## config.mk

```make
export PLATFORM = sky130hd
export DESIGN_NAME = ps2_kbd_capture
export DESIGN_NICKNAME = d
export VERILOG_FILES = /design/src/rtl/ps2_kbd_capture.sv
export SDC_FILE = /design/constraint.sdc
export NUM_CORES = 1
export LEC_CHECK = 0
export BUFFER_PORTS_ARGS = -buffer_cell sky130_fd_sc_hd__buf_2
export CAP_MARGIN = 40
export CORE_MARGIN = 4
export CORE_UTILIZATION = 57
export DETAILED_ROUTE_END_ITERATION = 10
export GPL_ROUTABILITY_DRIVEN = 0
export PLACE_DENSITY_LB_ADDON = 0.08
export RECOVER_POWER = 50
export SLEW_MARGIN = 20
export SYNTH_ARGS = -nofsm -noshare
export SYNTH_HDL_FRONTEND = slang
export SYNTH_SLANG_ARGS = --single-unit
export TNS_END_PERCENT = 100
```

## constraint.sdc

```tcl
create_clock -name clk_100m -period 3.8 [get_ports clk_100m]
set_clock_uncertainty 0.2 [all_clocks]
set_input_delay 0.95 -clock clk_100m [delete_from_list [all_inputs] [get_ports clk_100m]]
set_output_delay 0.95 -clock clk_100m [all_outputs]
set_load 0.1 [all_outputs]
```

## src/rtl/ps2_kbd_capture.sv

```systemverilog
// PS/2 keyboard receiver: sync + glitch filter, 11-bit frame FSM, 4-byte history.
// Define PS2_BREAK_FILTER_EN to keep 0xF0 and the byte after it out of kbd.
module ps2_kbd_capture #(
  parameter int FILTER_LEN  = 8,
  parameter int TIMEOUT_CYC = 100000
) (
  input  logic        clk_100m,
  input  logic        rst,
  input  logic        ps2_clk,
  input  logic        ps2_data,
  output logic [31:0] kbd,
  output logic [7:0]  byte_out,
  output logic        byte_valid,
  output logic        parity_err,
  output logic        frame_err
);
  localparam int FW = $clog2(FILTER_LEN + 1);
  localparam int TW = $clog2(TIMEOUT_CYC + 1);

  localparam logic [1:0] S_IDLE   = 2'd0;
  localparam logic [1:0] S_DATA   = 2'd1;
  localparam logic [1:0] S_PARITY = 2'd2;
  localparam logic [1:0] S_STOP   = 2'd3;

  // bit 0 carries ps2_clk, bit 1 carries ps2_data
  logic [1:0]    r_s1;
  logic [1:0]    r_s2;
  logic [1:0]    r_flt;
  logic [FW-1:0] r_fcnt [2];

  always_ff @(posedge clk_100m or posedge rst) begin
    if (rst) begin
      r_s1      <= 2'b11;
      r_s2      <= 2'b11;
      r_flt     <= 2'b11;
      r_fcnt[0] <= '0;
      r_fcnt[1] <= '0;
    end else begin
      r_s1 <= {ps2_data, ps2_clk};
      r_s2 <= r_s1;
      for (int i = 0; i < 2; i++) begin
        if (r_s2[i] == r_flt[i]) begin
          r_fcnt[i] <= '0;
        end else if (r_fcnt[i] == FW'(FILTER_LEN - 1)) begin
          r_flt[i]  <= r_s2[i];
          r_fcnt[i] <= '0;
        end else begin
          r_fcnt[i] <= r_fcnt[i] + FW'(1);
        end
      end
    end
  end

  logic          r_clk_d;
  logic [1:0]    r_state;
  logic [2:0]    r_bit;
  logic [7:0]    r_sr;
  logic          r_par;
  logic [TW-1:0] r_to;
  logic [31:0]   r_kbd;
  logic [7:0]    r_byte;
  logic          r_valid;
  logic          r_perr;
  logic          r_ferr;
`ifdef PS2_BREAK_FILTER_EN
  logic          r_brk;
`endif

  logic w_fall;
  logic w_din;
  logic w_par_ok;
  logic w_to_hit;

  assign w_fall   = r_clk_d & ~r_flt[0];
  assign w_din    = r_flt[1];
  assign w_par_ok = ^{r_sr, r_par};
  // fires one cycle early so the registered pulse lands TIMEOUT_CYC after the edge
  assign w_to_hit = (r_state != S_IDLE) && !w_fall &&
                    (r_to == TW'(TIMEOUT_CYC - 2));

  always_ff @(posedge clk_100m or posedge rst) begin
    if (rst) begin
      r_clk_d <= 1'b1;
      r_state <= S_IDLE;
      r_bit   <= '0;
      r_sr    <= '0;
      r_par   <= 1'b0;
      r_to    <= '0;
      r_kbd   <= '0;
      r_byte  <= '0;
      r_valid <= 1'b0;
      r_perr  <= 1'b0;
      r_ferr  <= 1'b0;
`ifdef PS2_BREAK_FILTER_EN
      r_brk   <= 1'b0;
`endif
    end else begin
      r_clk_d <= r_flt[0];
      r_valid <= 1'b0;
      r_perr  <= 1'b0;
      r_ferr  <= 1'b0;
      if (w_fall || r_state == S_IDLE) r_to <= '0;
      else r_to <= r_to + TW'(1);
      if (w_to_hit) begin
        r_ferr  <= 1'b1;
        r_state <= S_IDLE;
      end else if (w_fall) begin
        unique case (r_state)
          S_IDLE: begin
            if (!w_din) begin
              r_state <= S_DATA;
              r_bit   <= '0;
            end
          end
          S_DATA: begin
            r_sr  <= {w_din, r_sr[7:1]};
            r_bit <= r_bit + 3'd1;
            if (r_bit == 3'd7) r_state <= S_PARITY;
          end
          S_PARITY: begin
            r_par   <= w_din;
            r_state <= S_STOP;
          end
          S_STOP: begin
            r_state <= S_IDLE;
            if (!w_din) begin
              r_ferr <= 1'b1;
            end else if (!w_par_ok) begin
              r_perr <= 1'b1;
            end else begin
              r_valid <= 1'b1;
              r_byte  <= r_sr;
`ifdef PS2_BREAK_FILTER_EN
              if (r_brk) r_brk <= 1'b0;
              else if (r_sr == 8'hF0) r_brk <= 1'b1;
              else r_kbd <= {r_kbd[23:0], r_sr};
`else
              r_kbd <= {r_kbd[23:0], r_sr};
`endif
            end
          end
          default: r_state <= S_IDLE;
        endcase
      end
    end
  end

  assign kbd        = r_kbd;
  assign byte_out   = r_byte;
  assign byte_valid = r_valid;
  assign parity_err = r_perr;
  assign frame_err  = r_ferr;
endmodule

```

# Word level (Yosys, flattened, before mapping)
# Cells that the tools add are included.
# op_classes
n_bitwise	5
div	0
mux	26
order_cmp	0
eq_ne	12
shift	0
n_mul	0
reduce_logical	16
add_sub_neg	4
# ops
cell	count
$add A17 B1 Y17 const B	1
$eq A17 B17 Y1 const B	1
$mux W17	1
$mux W4	4
$mux W1	14
$reduce_and A3 Y1	3
$reduce_xor A9 Y1	1
$add A4 B1 Y4 const B	2
$eq A4 B3 Y1 const B	2
$mux W2	4
$pmux W2 S4	1
$ne A3 B3 Y1 const B	2
$pmux W3 S2	1
$reduce_bool A2 Y1	3
$reduce_and A5 Y1	1
$eq A2 B2 Y1 const B	2
$not A1 Y1	4
$reduce_and A2 Y1	2
$reduce_and A4 Y1	1
$add A3 B1 Y3 const B	1
$eq A3 B3 Y1 const B	1
$mux W3	1
$eq A1 B1 Y1	2
$eq A2 B1 Y1 const B	1
other kinds (6)	7
# totals
latchBits	0
ff_bits	89
inputBits	4
wordCells	80
output_inout_bits	43
n_memories	0
rom_bits	0
ram_bits	0

# Depth between registers and ports, before layout
# depth
ltp_word	7
mapped_depth	7

# Worst setup path after synthesis
# OpenSTA, ideal clock, no wires.
# synth_timing
path_type	register to output
startpoint	reg r_kbd[7] (netlist: kbd[7])
endpoint	out kbd[7]
arrival_time_ns	1.363
setup_slack_ns	1.287
stages_incl_launch_ff	2
path_cell_list	dfrtp_1 buf_4
# synth_lines
item	line	rtl
from (decl)	60	logic [31:0] r_kbd;
from (signal assigned)	138	r_kbd <= {r_kbd[23:0], r_sr};
to (decl)	11	output logic [31:0] kbd,
# No word-level cell between the ends.

# Worst setup path in the final report
# layout_timing
startpoint	reg r_clk_d
endpoint	reg r_state[0]
# layout_via
elab_chain_cells	6
elab_cells_between_ends	9
classes_between	eq/ne: 2; mux: 1; bitwise: 1; reduce/logical: 5
# layout_rtl
item	line	rtl
from (decl)	54	logic r_clk_d;
from (signal assigned)	98	r_clk_d <= r_flt[0];
$and A1 B1 Y1 *	74	assign w_fall = r_clk_d & ~r_flt[0];
$logic_not A1 Y1	78	assign w_to_hit = (r_state != S_IDLE) && !w_fall &&
$logic_and A1 B1 Y1 (2 in a row)	78	
$ne A3 B3 Y1 (no line) / $reduce_bool A2 Y1 (equally long branches)	--	
$reduce_and A3 Y1 (no line)	--	
to (signal assigned)	84	r_state <= S_IDLE;
to (signal assigned)	106	r_state <= S_IDLE;
to (signal assigned)	111	r_state <= S_DATA;
to (decl)	55	logic [1:0] r_state;
# Mark *: on every way between the ends. The rest lies on a longest branch, timed or not.
# A chain may end at the register's enable or synchronous reset.

==> run_results.csv <==
group,metric,value,unit
power,power.switching,0.000608,W
placement,io_buffers,46,
hold_path,holdPathStages,0,
clock_network,numCtsBuffers,9,
logic_synthesis,synth_ff_type,"dfrtp_1",
power,internal_power,0.00141,W
detailed_routing,wl_per_cell,13.6,um
cells_and_area,nets,341,
cells_and_area,fill_cells,459,
logic_synthesis,async_reset_ff_share,100,%
detailed_routing,route.vias.total,2137,
logic_synthesis,synth_fp_nets,296,
global_route,antenna_found_initial,0,
floorplan,ioPinCount,47,
timing,finalSetupTns,0,ps
setup_path,worst_path_largest_cell_delay,830,ps
timing,setup_violations,0,
clock_network,numClockSinks,81,
hold_path,hold_class,"reg -> reg",
timing,hold_viol_final,0,
setup_path,critical_path.top_delay_family,"simple AND/OR/NAND/NOR gates",
setup_path,r2r_slack,1110,ps
setup_path,crit_type,"reg -> reg",
clock_network,postCtsHoldBufs,0,
cells_and_area,drive_above_1_share,33.8,%
setup_path,timing.rr.end,"r_state[0]",
outcome,status,"completed",
logic_synthesis,synth_area_leaders,"dfrtp_1 (53%), mux2_2 (13%), dfstp_2 (5.2%)",
detailed_routing,final_antenna_net_count,0,
detailed_routing,drt-total-wl,5520,um
timing,period_minus_slack,2690,ps
power,swShare,30.2,%
detailed_routing,drt-initial-drc-count,79,
clock_network,clk_path_buf_depth,2,
logic_synthesis,synthCells,282,
logic_synthesis,synth_area,3520,um^2
cells_and_area,multi_input_area,1360,um^2
setup_path,cp_cell_sequence,"nor2b_1 > or2_0 > nor3_1 > nand4_1 > o311a_1",
detailed_routing,first_pass_iters,4,
clock_network,ctsResizeCount,0,
floorplan,core.rowCount,28,
timing,rsz0062_at_grt,"no",
floorplan,core,5960,um^2
timing,tightest_slew,1060,ps
setup_path,reg2reg_depth,5,
timing,post-route-period-util,70.7,%
hold_path,min-delay-start,"r_s1[1]",
clock_network,clock_latency,340,ps
power,peakVddDrop,0.000376,V
cells_and_area,final_common_cell,"dfrtp_1",
clock_network,root_buffer,"clkbuf_8",
placement,dp_hpwl,3800,um
setup_path,cp-start-kind,"flop",
detailed_routing,drc,0,
cells_and_area,regArea,2040,um^2
timing,finalMaxSlewViolations,0,
logic_synthesis,synth_top_cell_by_area,"dfrtp_1",
floorplan,die_area,7500,um^2
global_route,grt_max_degree,46,
setup_path,crit_path_start,"r_clk_d",
power,combPwrFrac,18.2,%
logic_synthesis,yosys_warnings,0,
floorplan,die_w,86.6,um
logic_synthesis,ys_seq_area_share,57.8,%
setup_path,cp.arrival,2770,ps
detailed_routing,vias_per_cell,5.26,
clock_network,tritoncts,"built",
clock_network,cts_max_level,3,
global_route,grt_pass1_wl,9480,um
logic_synthesis,synth_top_area_share,52.6,%
setup_path,worst_path_max_delay_cell,"or2_0",
power,p_leak,1.99,nW
power,p_seq_share,51.6,%
clock_network,clkTransAtPathRegs,80,ps
global_route,track_usage,16.3,%
global_route,grt_pass1_vias,2081,
power,clkPwrFrac,30.2,%
setup_path,crit_fanout,18,
job,maxCapViolations,0,
setup_path,required,3880,ps
floorplan,dieHeight,86.6,um
setup_path,end_kind,"flop",
timing,slew_headroom,29.6,%
power,p_per_area,508,nW/um^2
logic_synthesis,ys_types,36,
cells_and_area,layout_common_cells,"dfrtp_1 (74), buf_2 (46), mux2_2 (40), nor2_1 (30)",
logic_synthesis,synth.avg_cell_area,12.5,um^2
global_route,grt-ovfl-total,0,
logic_synthesis,ys_seq_elements,81,
timing,fmax,372,MHz
setup_path,r2r-start,"r_clk_d",
cells_and_area,syn2layout_area_growth,12.4,%
floorplan,initial_core_util,59.1,%
power,design_power_total,0.00201,W
hold_path,hold_end,"r_s2[1]",
clock_network,post-cts-setup-buffers,0,
logic_synthesis,synth_edf_count,0,
setup_path,cp_num_buf_inv,0,
cells_and_area,antenna_cells,0,
==> registers in the layout, summed over array words and instances, names as in the netlist <==
register,flops
kbd,32
r_to,17
r_fcnt,8
r_sr,8
r_bit,3
r_flt,2
r_s1,2
r_s2,2
r_state,2
byte_valid,1
frame_err,1
parity_err,1
r_clk_d,1
r_par,1
==> worst max-delay path by stage <==
stage / endpoint / slack [ps] / cells past startpoint
global placement: kbd[4] / 1280 / 5
finish: r_state[0] / 1110 / 5
global route: r_state[0] / 860 / 5
detailed placement: kbd[27] / 1190 / 5
floorplan: byte_valid / 580 / 1
CTS: kbd[27] / 1190 / 5
==> per-stage QoR <==
stage / worst slack, ps / hold slack, ps / instance area (um^2) / util [%] / cells
2_1_floorplan: 581 / 145 / 3520 / - / 282
3_3_place_gp: 1280 / 147 / 3750 / 63.0 / 390
4_1_cts: 1190 / 158 / 3950 / 66.3 / 405
6_report: 1110 / 158 / 3960 / 66.5 / 406
3_5_place_dp: 1190 / 147 / 3750 / 63.0 / 390
5_1_grt: 863 / 163 / 3960 / 66.5 / 406
==> cells by family after synthesis <==
| group | count (synthesis) | synth area share (%) |
|---|---|---|
| XOR/XNOR | 27 | 6.71 |
| AO/OA/AOI/OAI | 14 | 2.66 |
| flip-flops | 81 | 57.8 |
| AND/OR/NAND/NOR | 86 | 11.6 |
| multiplexers | 43 | 13.9 |
| buffers and inverters | 21 | 3.73 |
| adder cells (fa/ha/maj) | 10 | 3.55 |
==> layout make-up <==
type,instances,area share (%)
sequential,81,51.4
inverter,6,0.600
clock buffer,9,3.13
timing repair buffer,49,6.51
tap,75,2.37
multi-input combinational,180,34.2
clock inverter,6,1.77
==> layer usage <==
metal	share of wire (%)	vias up	GRT usage [%]	wire length, um
met2	49	45	27.3	2690
met5	0	-	0	0
met1	45	1043	19.6	2460
met4	1.9	0	8.22	104
li1	-	1040	-	-
met3	4.6	9	3.61	256
==> synthesized netlist by cell type, types with 2 or more instances <==
cell type,count
dfrtp_1,74
mux2_2,40
nor2_1,30
nand2_1,18
xnor2_1,18
nand3_1,12
ha_1,10
xor2_1,9
buf_4,8
dfstp_2,7
inv_1,6
nor3_1,6
clkbuf_1,4
o21ai_0,4
a21oi_1,3
buf_6,3
nand2b_1,3
nand4_1,3
nor2b_1,3
mux2_4,2
nor3b_1,2
nor4b_1,2
or2_2,2
==> power groups by stage <==
stage	clock (W)	combinational, W	sequential (W)
2_1_floorplan	0	0.000314	0.00104
4_1_cts	0.000625	0.000374	0.00104
3_3_place_gp	0	0.000363	0.00106
6_report	0.000607	0.000366	0.00104
5_1_grt	0.000661	0.000423	0.00105
3_5_place_dp	0	0.000372	0.00106
==> worst reg2reg max path, stage by stage, from the launching register on <==
cell and delay [ps]:
dfstp_2 510, nor2b_1 560, or2_0 840, nor3_1 150, nand4_1 200, o311a_1 180
Power figures use the tool's default switching activity.
